## src/rtl/iod_dly_tap_ctrl_if.sv

```systemverilog
// iod_dly_tap_ctrl_if: request/status and IOD delay-line signals of one tap-controller lane
interface iod_dly_tap_ctrl_if #(parameter int TAP_W = 8);
  logic             TAP_REQ;
  logic [TAP_W-1:0] TAP_TARGET;
  logic             LOAD_REQ;
  logic             DELAY_LINE_OUT_OF_RANGE;
  logic             DELAY_LINE_MOVE;
  logic             DELAY_LINE_DIRECTION;
  logic             DELAY_LINE_LOAD;
  logic [TAP_W-1:0] TAP_CUR;
  logic             BUSY;
  logic             DONE;
  logic             ERR_RANGE;
  logic             ERR_OOR;
  modport master (
    output TAP_REQ, TAP_TARGET, LOAD_REQ, DELAY_LINE_OUT_OF_RANGE,
    input  DELAY_LINE_MOVE, DELAY_LINE_DIRECTION, DELAY_LINE_LOAD, TAP_CUR, BUSY, DONE, ERR_RANGE, ERR_OOR
  );
  modport slave (
    input  TAP_REQ, TAP_TARGET, LOAD_REQ, DELAY_LINE_OUT_OF_RANGE,
    output DELAY_LINE_MOVE, DELAY_LINE_DIRECTION, DELAY_LINE_LOAD, TAP_CUR, BUSY, DONE, ERR_RANGE, ERR_OOR
  );
endinterface

```

## src/rtl/iod_dly_tap_ctrl.sv

```systemverilog
// iod_dly_tap_ctrl: turns absolute tap requests into paced single-step IOD delay-line moves
module iod_dly_tap_ctrl #(
  parameter int TAP_W      = 8,
  parameter int INIT_TAP   = 1,
  parameter int MAX_TAP    = 127,
  parameter int SETTLE_CYC = 4
) (
  input logic FAB_CLK,
  input logic ARST,
  iod_dly_tap_ctrl_if.slave bus
);
  localparam int CW = $clog2(SETTLE_CYC + 1);
  typedef enum logic [2:0] {S_IDLE, S_LDP, S_DIR, S_MOVE, S_SETTLE, S_DONE} state_t;
  state_t state_q, state_d;
  logic [TAP_W-1:0] tap_q, tap_d, tgt_q, tgt_d;
  logic [CW-1:0] cnt_q, cnt_d;
  logic dir_q, dir_d, ld_q, ld_d, erng_q, erng_d, eoor_q, eoor_d;
  always_ff @(posedge FAB_CLK or posedge ARST)
    if (ARST) begin
      state_q <= S_IDLE;
      tap_q   <= TAP_W'(INIT_TAP);
      tgt_q   <= '0;
      cnt_q   <= '0;
      dir_q   <= 1'b0;
      ld_q    <= 1'b0;
      erng_q  <= 1'b0;
      eoor_q  <= 1'b0;
    end else begin
      state_q <= state_d;
      tap_q   <= tap_d;
      tgt_q   <= tgt_d;
      cnt_q   <= cnt_d;
      dir_q   <= dir_d;
      ld_q    <= ld_d;
      erng_q  <= erng_d;
      eoor_q  <= eoor_d;
    end
  always_comb begin
    state_d = state_q;
    tap_d   = tap_q;
    tgt_d   = tgt_q;
    cnt_d   = cnt_q;
    dir_d   = dir_q;
    ld_d    = ld_q;
    erng_d  = erng_q;
    eoor_d  = eoor_q;
    case (state_q)
      S_IDLE, S_DONE: begin
        state_d = S_IDLE;
        if (bus.LOAD_REQ || bus.TAP_REQ) begin
          erng_d = 1'b0;
          eoor_d = 1'b0;
          ld_d   = bus.LOAD_REQ;
          if (bus.LOAD_REQ) state_d = S_LDP;
          else if (bus.TAP_TARGET > TAP_W'(MAX_TAP)) begin
            erng_d  = 1'b1;
            state_d = S_DONE;
          end else if (bus.TAP_TARGET == tap_q) state_d = S_DONE;
          else begin
            tgt_d   = bus.TAP_TARGET;
            dir_d   = bus.TAP_TARGET > tap_q;
            state_d = S_DIR;
          end
        end
      end
      S_LDP: begin
        tap_d   = TAP_W'(INIT_TAP);
        cnt_d   = CW'(SETTLE_CYC - 1);
        state_d = S_SETTLE;
      end
      S_DIR: state_d = S_MOVE;
      S_MOVE: begin
        tap_d   = dir_q ? tap_q + 1'b1 : tap_q - 1'b1;
        cnt_d   = CW'(SETTLE_CYC - 1);
        state_d = S_SETTLE;
      end
      S_SETTLE:
        // out-of-range only matters on the last settle cycle, and never after a load
        if (cnt_q != '0) cnt_d = cnt_q - 1'b1;
        else if (ld_q) state_d = S_DONE;
        else if (bus.DELAY_LINE_OUT_OF_RANGE) begin
          eoor_d  = 1'b1;
          state_d = S_DONE;
        end else state_d = tap_q == tgt_q ? S_DONE : S_MOVE;
      default: state_d = S_IDLE;
    endcase
  end
  assign bus.DELAY_LINE_MOVE      = state_q == S_MOVE;
  assign bus.DELAY_LINE_LOAD      = state_q == S_LDP;
  assign bus.DELAY_LINE_DIRECTION = dir_q;
  assign bus.TAP_CUR              = tap_q;
  assign bus.BUSY                 = state_q inside {S_LDP, S_DIR, S_MOVE, S_SETTLE};
  assign bus.DONE                 = state_q == S_DONE;
  assign bus.ERR_RANGE            = erng_q;
  assign bus.ERR_OOR              = eoor_q;
endmodule

```

## src/flat_wrapper.sv

```systemverilog
// flat-port wrapper written by rule: the top's interface ports become plain ports
module iod_dly_tap_ctrl_flat 
#(
  parameter int TAP_W      = 8,
  parameter int INIT_TAP   = 1,
  parameter int MAX_TAP    = 127,
  parameter int SETTLE_CYC = 4
)
  (FAB_CLK, ARST, bus_TAP_REQ, bus_TAP_TARGET, bus_LOAD_REQ, bus_DELAY_LINE_OUT_OF_RANGE, bus_DELAY_LINE_MOVE, bus_DELAY_LINE_DIRECTION, bus_DELAY_LINE_LOAD, bus_TAP_CUR, bus_BUSY, bus_DONE, bus_ERR_RANGE, bus_ERR_OOR);
  iod_dly_tap_ctrl_if #(.TAP_W(TAP_W)) bus_i ();
  input logic FAB_CLK;
  input logic ARST;
  input wire logic [$bits(bus_i.TAP_REQ)-1:0] bus_TAP_REQ;
  input wire logic [$bits(bus_i.TAP_TARGET)-1:0] bus_TAP_TARGET;
  input wire logic [$bits(bus_i.LOAD_REQ)-1:0] bus_LOAD_REQ;
  input wire logic [$bits(bus_i.DELAY_LINE_OUT_OF_RANGE)-1:0] bus_DELAY_LINE_OUT_OF_RANGE;
  output wire logic [$bits(bus_i.DELAY_LINE_MOVE)-1:0] bus_DELAY_LINE_MOVE;
  output wire logic [$bits(bus_i.DELAY_LINE_DIRECTION)-1:0] bus_DELAY_LINE_DIRECTION;
  output wire logic [$bits(bus_i.DELAY_LINE_LOAD)-1:0] bus_DELAY_LINE_LOAD;
  output wire logic [$bits(bus_i.TAP_CUR)-1:0] bus_TAP_CUR;
  output wire logic [$bits(bus_i.BUSY)-1:0] bus_BUSY;
  output wire logic [$bits(bus_i.DONE)-1:0] bus_DONE;
  output wire logic [$bits(bus_i.ERR_RANGE)-1:0] bus_ERR_RANGE;
  output wire logic [$bits(bus_i.ERR_OOR)-1:0] bus_ERR_OOR;
  assign bus_i.TAP_REQ = bus_TAP_REQ;
  assign bus_i.TAP_TARGET = bus_TAP_TARGET;
  assign bus_i.LOAD_REQ = bus_LOAD_REQ;
  assign bus_i.DELAY_LINE_OUT_OF_RANGE = bus_DELAY_LINE_OUT_OF_RANGE;
  assign bus_DELAY_LINE_MOVE = bus_i.DELAY_LINE_MOVE;
  assign bus_DELAY_LINE_DIRECTION = bus_i.DELAY_LINE_DIRECTION;
  assign bus_DELAY_LINE_LOAD = bus_i.DELAY_LINE_LOAD;
  assign bus_TAP_CUR = bus_i.TAP_CUR;
  assign bus_BUSY = bus_i.BUSY;
  assign bus_DONE = bus_i.DONE;
  assign bus_ERR_RANGE = bus_i.ERR_RANGE;
  assign bus_ERR_OOR = bus_i.ERR_OOR;
  iod_dly_tap_ctrl #(.TAP_W(TAP_W), .INIT_TAP(INIT_TAP), .MAX_TAP(MAX_TAP), .SETTLE_CYC(SETTLE_CYC)) u_core (.FAB_CLK(FAB_CLK), .ARST(ARST), .bus(bus_i));
endmodule
```

## config.mk

```make
export PLATFORM = sky130hd
export DESIGN_NAME = iod_dly_tap_ctrl_flat
export DESIGN_NICKNAME = d
export VERILOG_FILES = /design/src/rtl/iod_dly_tap_ctrl_if.sv /design/src/rtl/iod_dly_tap_ctrl.sv /design/src/flat_wrapper.sv
export SDC_FILE = /design/constraint.sdc
export NUM_CORES = 1
export LEC_CHECK = 0
export BUFFER_PORTS_ARGS = -buffer_cell sky130_fd_sc_hd__buf_2
export CAP_MARGIN = 20
export CELL_PAD_IN_SITES_DETAIL_PLACEMENT = 1
export CELL_PAD_IN_SITES_GLOBAL_PLACEMENT = 2
export CORE_MARGIN = 2
export CORE_UTILIZATION = 35
export DETAILED_ROUTE_END_ITERATION = 6
export GPL_ROUTABILITY_DRIVEN = 0
export PLACE_DENSITY = 0.79
export SLEW_MARGIN = 20
export SYNTH_ARGS = -nofsm -noshare
export SYNTH_HDL_FRONTEND = slang
export SYNTH_SLANG_ARGS = --single-unit
```

## constraint.sdc

```tcl
create_clock -name FAB_CLK -period 2.45 [get_ports FAB_CLK]
set_clock_uncertainty 0.05 [all_clocks]
set_input_delay 0.1225 -clock FAB_CLK [delete_from_list [all_inputs] [get_ports FAB_CLK]]
set_output_delay 0.1225 -clock FAB_CLK [all_outputs]
set_load 0.1 [all_outputs]
```

* After elaboration in Yosys (flattened, before gate mapping)
Index checks and enable logic that the tools add are counted.
** Word-level totals
- Bits of input ports :: 13
- Logic and storage cells :: 61
- Register bits :: 26
- Output and inout port bits :: 15
** Operators by class
- Reductions and logical operators :: 13
- Order comparisons :: 2
- Bitwise operators :: 3
- $add $sub $neg :: 3
- Mux-type cells :: 20
- Eq/ne operators :: 12
** Operators with widths (count)
- $mux W3 :: 9
- $eq A8 B8 Y1 :: 2
- $pmux W8 S2 :: 1
- $pmux W3 S4 :: 1
- $reduce_and A5 Y1 :: 2
- $add A8 B1 Y8 const B :: 1
- $gt A8 B7 Y1 const B :: 1
- $gt A8 B8 Y1 :: 1
- $mux W8 :: 1
- $sub A8 B1 Y8 const B :: 1
- $eq A3 B2 Y1 const B :: 2
- $eq A3 B3 Y1 const B :: 2
- $mux W1 :: 6
- $ne A2 B2 Y1 const B :: 3
- $pmux W3 S2 :: 1
- $reduce_bool A2 Y1 :: 3
- $ne A2 B1 Y1 const B :: 2
- $reduce_and A2 Y1 :: 2
- $reduce_bool A4 Y1 :: 1
- $reduce_or A2 Y1 :: 2
- $eq A3 B1 Y1 const B :: 1
- $logic_not A3 Y1 :: 1
- $not A1 Y1 :: 3
- $reduce_bool A3 Y1 :: 1
- other kinds (3) :: 3

* Longest topological paths before layout
- Depth in word-level cells :: 6
- Mapped depth :: 7
- Mapped depth without buffers :: 7

* Worst setup path before layout
No wires, ideal clock.
- Path type :: register to output
- Start point :: reg u_core.state_q[1]
- End point :: out bus_DONE
- Path slack :: -0.376 ns
- Cell stages (with the launch flop) :: 3
- Path buffers :: 1
- Data required time :: 2.277 ns
- Arrival :: 2.654 ns
- Path through :: dfrtp_1 clkbuf_1 nor3_1
** Between the ends
- Longest elaborated chain between the ends :: 1
** RTL lines
- from (decl) :: RTL line iod_dly_tap_ctrl.sv:14 : state_t state_q, state_d;
- from (signal assigned) :: RTL line iod_dly_tap_ctrl.sv:29 : state_q <= state_d;
- $eq A3 B3 Y1 :: RTL line iod_dly_tap_ctrl.sv:93 : assign bus.DONE = state_q == S_DONE;
- to (decl) :: RTL line flat_wrapper.sv:22 : output wire logic [$bits(bus_i.DONE)-1:0] bus_DONE;
No other way between the ends.

* Final worst setup path
- Start point :: reg u_core.tap_q[5], in the netlist u_core.bus.TAP_CUR[5]
- End point :: reg u_core.tgt_q[4]
** Between the ends
- Longest elaborated chain between the ends :: 3
** RTL lines
- from (decl) :: RTL line iod_dly_tap_ctrl.sv:15 : logic [TAP_W-1:0] tap_q, tap_d, tgt_q, tgt_d;
- from (signal assigned) :: RTL line iod_dly_tap_ctrl.sv:21 : tap_q <= TAP_W'(INIT_TAP);
- from (signal assigned) :: RTL line iod_dly_tap_ctrl.sv:30 : tap_q <= tap_d;
- $eq A8 B8 Y1 :: RTL line iod_dly_tap_ctrl.sv:58 : end else if (bus.TAP_TARGET == tap_q) state_d = S_DONE;
- $not A1 Y1 (no line)
- $reduce_and A5 Y1 (no line)
- to (signal assigned) :: RTL line iod_dly_tap_ctrl.sv:31 : tgt_q <= tgt_d;
- to (decl) :: RTL line iod_dly_tap_ctrl.sv:15
No other way between the ends.
A chain may end at the register's enable or synchronous reset.

==> results_dict.tcl <==
set metrics [dict create \
    run_status "completed" \
    grt.overflow.total 0 \
    ys_seq_area_share_pct 36.3 \
    postRouteAntennaNets 0 \
    cts_max_level 1 \
    rsz0062_at_grt "no" \
    syn_area_per_cell_sq_um 9.55 \
    cts-buffers-inserted 3 \
    viasPerCell 5.10 \
    relSlewSlack_pct 60.5 \
    clk_path_buf_depth 2 \
    cts_tree "built" \
    syn_nets 218 \
    synth-warning-count 0 \
    synthArstFlopShare_pct 100 \
    start_util_pct 35.6 \
    setup_violations 0 \
    yosys_most_used_dff "dfrtp_1" \
    cts_sinks 26 \
    dieArea_sq_um 5720 \
    ys_seq_elements 26 \
    syn-cell-area_sq_um 1800 \
    slowest_delay_ps 540 \
    die_y_microns 75.6 \
    root_buffer "clkbuf_8" \
    max_freq_mhz 465 \
    layout.nets 253 \
    place.port_buffers 27 \
    worst_slew_pin_slew_ps 592 \
    grt_max_degree 16 \
    worstPathArrival_ps 2270 \
    drcViolationCount 0 \
    dr_total_vias 1488 \
    synth_edf_count 0 \
    drv_slew 0 \
    finalHoldViolCount 0 \
    fillerInstances 604 \
    core_sq_um 5040 \
    cp.required_ps 2570 \
    grt_use_total_pct 18.3 \
    crit_chain "inv_1, ha_1, nand4_1, o2111ai_4, mux2_2" \
    die_x_microns 75.6 \
    grt_pass1_wl_microns 7890 \
    critPathCaptureType "flop" \
    cts.clk_slew.worst_paths_ps 90 \
    maxCapViolCount 0 \
    routed_wl_microns 4610 \
    pin_count 28 \
    tns_ps 0 \
    drtIter0Drc 58 \
    dp.final_hpwl_microns 3620 \
    first_pass_iters 4 \
    path_buf_inv 1 \
    worstPathMaxFanout 12 \
    synth_cell_types 48 \
    holdCritPathClass "in -> reg" \
    critical-path-top-delay-family "compound AO/OA/AOI/OAI gates" \
    worstSetupStartpointType "flop" \
    cts_resized 0 \
    diodes 0 \
    antenna_found_initial 0 \
    synthCells 188 \
    grt_pass1_vias 1561 \
    wl_per_cell_microns 15.8 \
    area_growth_syn_to_layout_pct 17.2 \
    slowest_stage "o2111ai_4" \
    insertion_delay_ps 280 \
    drive_above_1_share_pct 25.7 \
    final.period_utilization_pct 87.7 \
    period_needed_ps 2150 \
    num_rows 26 \
    worstSetupPathType "reg -> reg" \
]
-- final timing paths --
path	start	endpoint	slack (ps)	depth (start not counted)
worst max-delay path	u_core.bus.TAP_CUR[5]$_DFFE_PP0P_	u_core.tgt_q[4]$_DFFE_PP0P_	300	5
worst min-delay path	bus_LOAD_REQ	u_core.bus.ERR_RANGE$_DFFE_PP0P_	40	2
worst max register to register	u_core.bus.TAP_CUR[5]$_DFFE_PP0P_	u_core.tgt_q[4]$_DFFE_PP0P_	300	5
worst min register to register	u_core.tgt_q[7]$_DFFE_PP0P_	u_core.tgt_q[7]$_DFFE_PP0P_	470	1
max in group asynchronous	ARST	u_core.bus.ERR_RANGE$_DFFE_PP0P_	1420	4
min in group asynchronous	ARST	u_core.tgt_q[2]$_DFFE_PP0P_	390	3
-- placed cells by master (no fill, tap or decap), drive strengths merged, types with 2 or more instances in the layout --
master   instances
a21oi            9
ha              16
nor2b            4
a21o             3
dfrtp           25
o21a             3
nor3             3
a22o             2
buf             33
nand2           16
clkbuf           4
xor2             8
o22ai            3
xnor2            5
inv             19
a211oi           3
nand2b           4
o31ai            2
nand4            3
o2111ai          2
mux2             6
o21ai           13
o211ai           2
nand3            5
nor4             4
nor2             7
-- synthesized netlist by cell type (2+ instances only) --
master	count	area share (%)
nand4_1	3	1.0
nand2b_1	4	1.4
a21oi_1	9	2.5
ha_1	16	11
inv_1	19	4.0
o21ai_0	13	3.6
nor2b_1	4	1.4
a22o_1	2	0.98
xnor2_1	5	2.4
dfrtp_1	25	35
nand3_1	5	1.4
o21a_1	3	1.3
nor2_1	7	1.5
nor3_1	3	0.84
nand2_1	15	3.1
o31ai_1	2	0.84
clkbuf_1	2	0.42
o22ai_1	3	1.0
a21o_1	3	1.3
mux2_2	2	1.3
a211oi_1	2	0.84
o211ai_1	2	0.84
nor4_1	4	1.4
mux2_4	4	3.3
xor2_1	8	3.9
-- routing by layer --
metal	GRT usage (%)	vias to the layer above	routed length (microns)
li1	-	737	-
met1	24.2	735	2080
met2	32.5	14	2410
met3	3.17	2	102
met4	2.34	0	24
met5	0	-	0
-- logic make-up (layout without fill, tap and decap cells) --
group                      Yosys count  in the layout  synth area share [%]
DFF                                 26             26                  36.3
and+or+nand+nor                     53             53                  15.5
adders and majority gates           17             17                  12.3
AOI/OAI and AO/OA                   49             49                  19.4
muxes                                6              6                  4.60
buffers and inverters               24             58                  5.64
xor gates and xnor gates            13             13                  6.34
-- timing repair --
item,4_1_cts,5_1_grt
hold buffers,1,0
setup buffers,0,0
endpoints found under the hold margin,12,0
-- state kept, by name, summed over array words and instances (netlist names) --
register	cells
u_core.ld_q	1
u_core.bus.DELAY_LINE_DIRECTION	1
u_core.bus.ERR_RANGE	1
u_core.state_q	3
u_core.tgt_q	8
u_core.bus.TAP_CUR	8
u_core.bus.ERR_OOR	1
u_core.cnt_q	3
-- stage by stage --
stage	cells	utilization [%]	setup slack (ps)	instance area, sq um	hold WS [ps]
5_1_grt	292	41.7	149	2100	40.6
6_report	292	41.7	300	2100	36.1
3_3_place_gp	287	40.6	348	2050	173
2_1_floorplan	188	-	1.40	1810	111
4_1_cts	292	41.7	274	2100	27.6
3_5_place_dp	287	40.6	283	2050	176
-- cell type report --
class	instances	area, sq um	area share [%]
clock buffers	4	45.0	2.14
inverters	20	75.1	3.57
multi-input cells	138	1050	49.8
flip-flops and latches	26	659	31.3
well taps	70	87.6	4.16
repair buffers	34	190	9.04
Power is not shown: default switching activity piles up to over one toggle a cycle in this logic, so the estimate is an artifact.
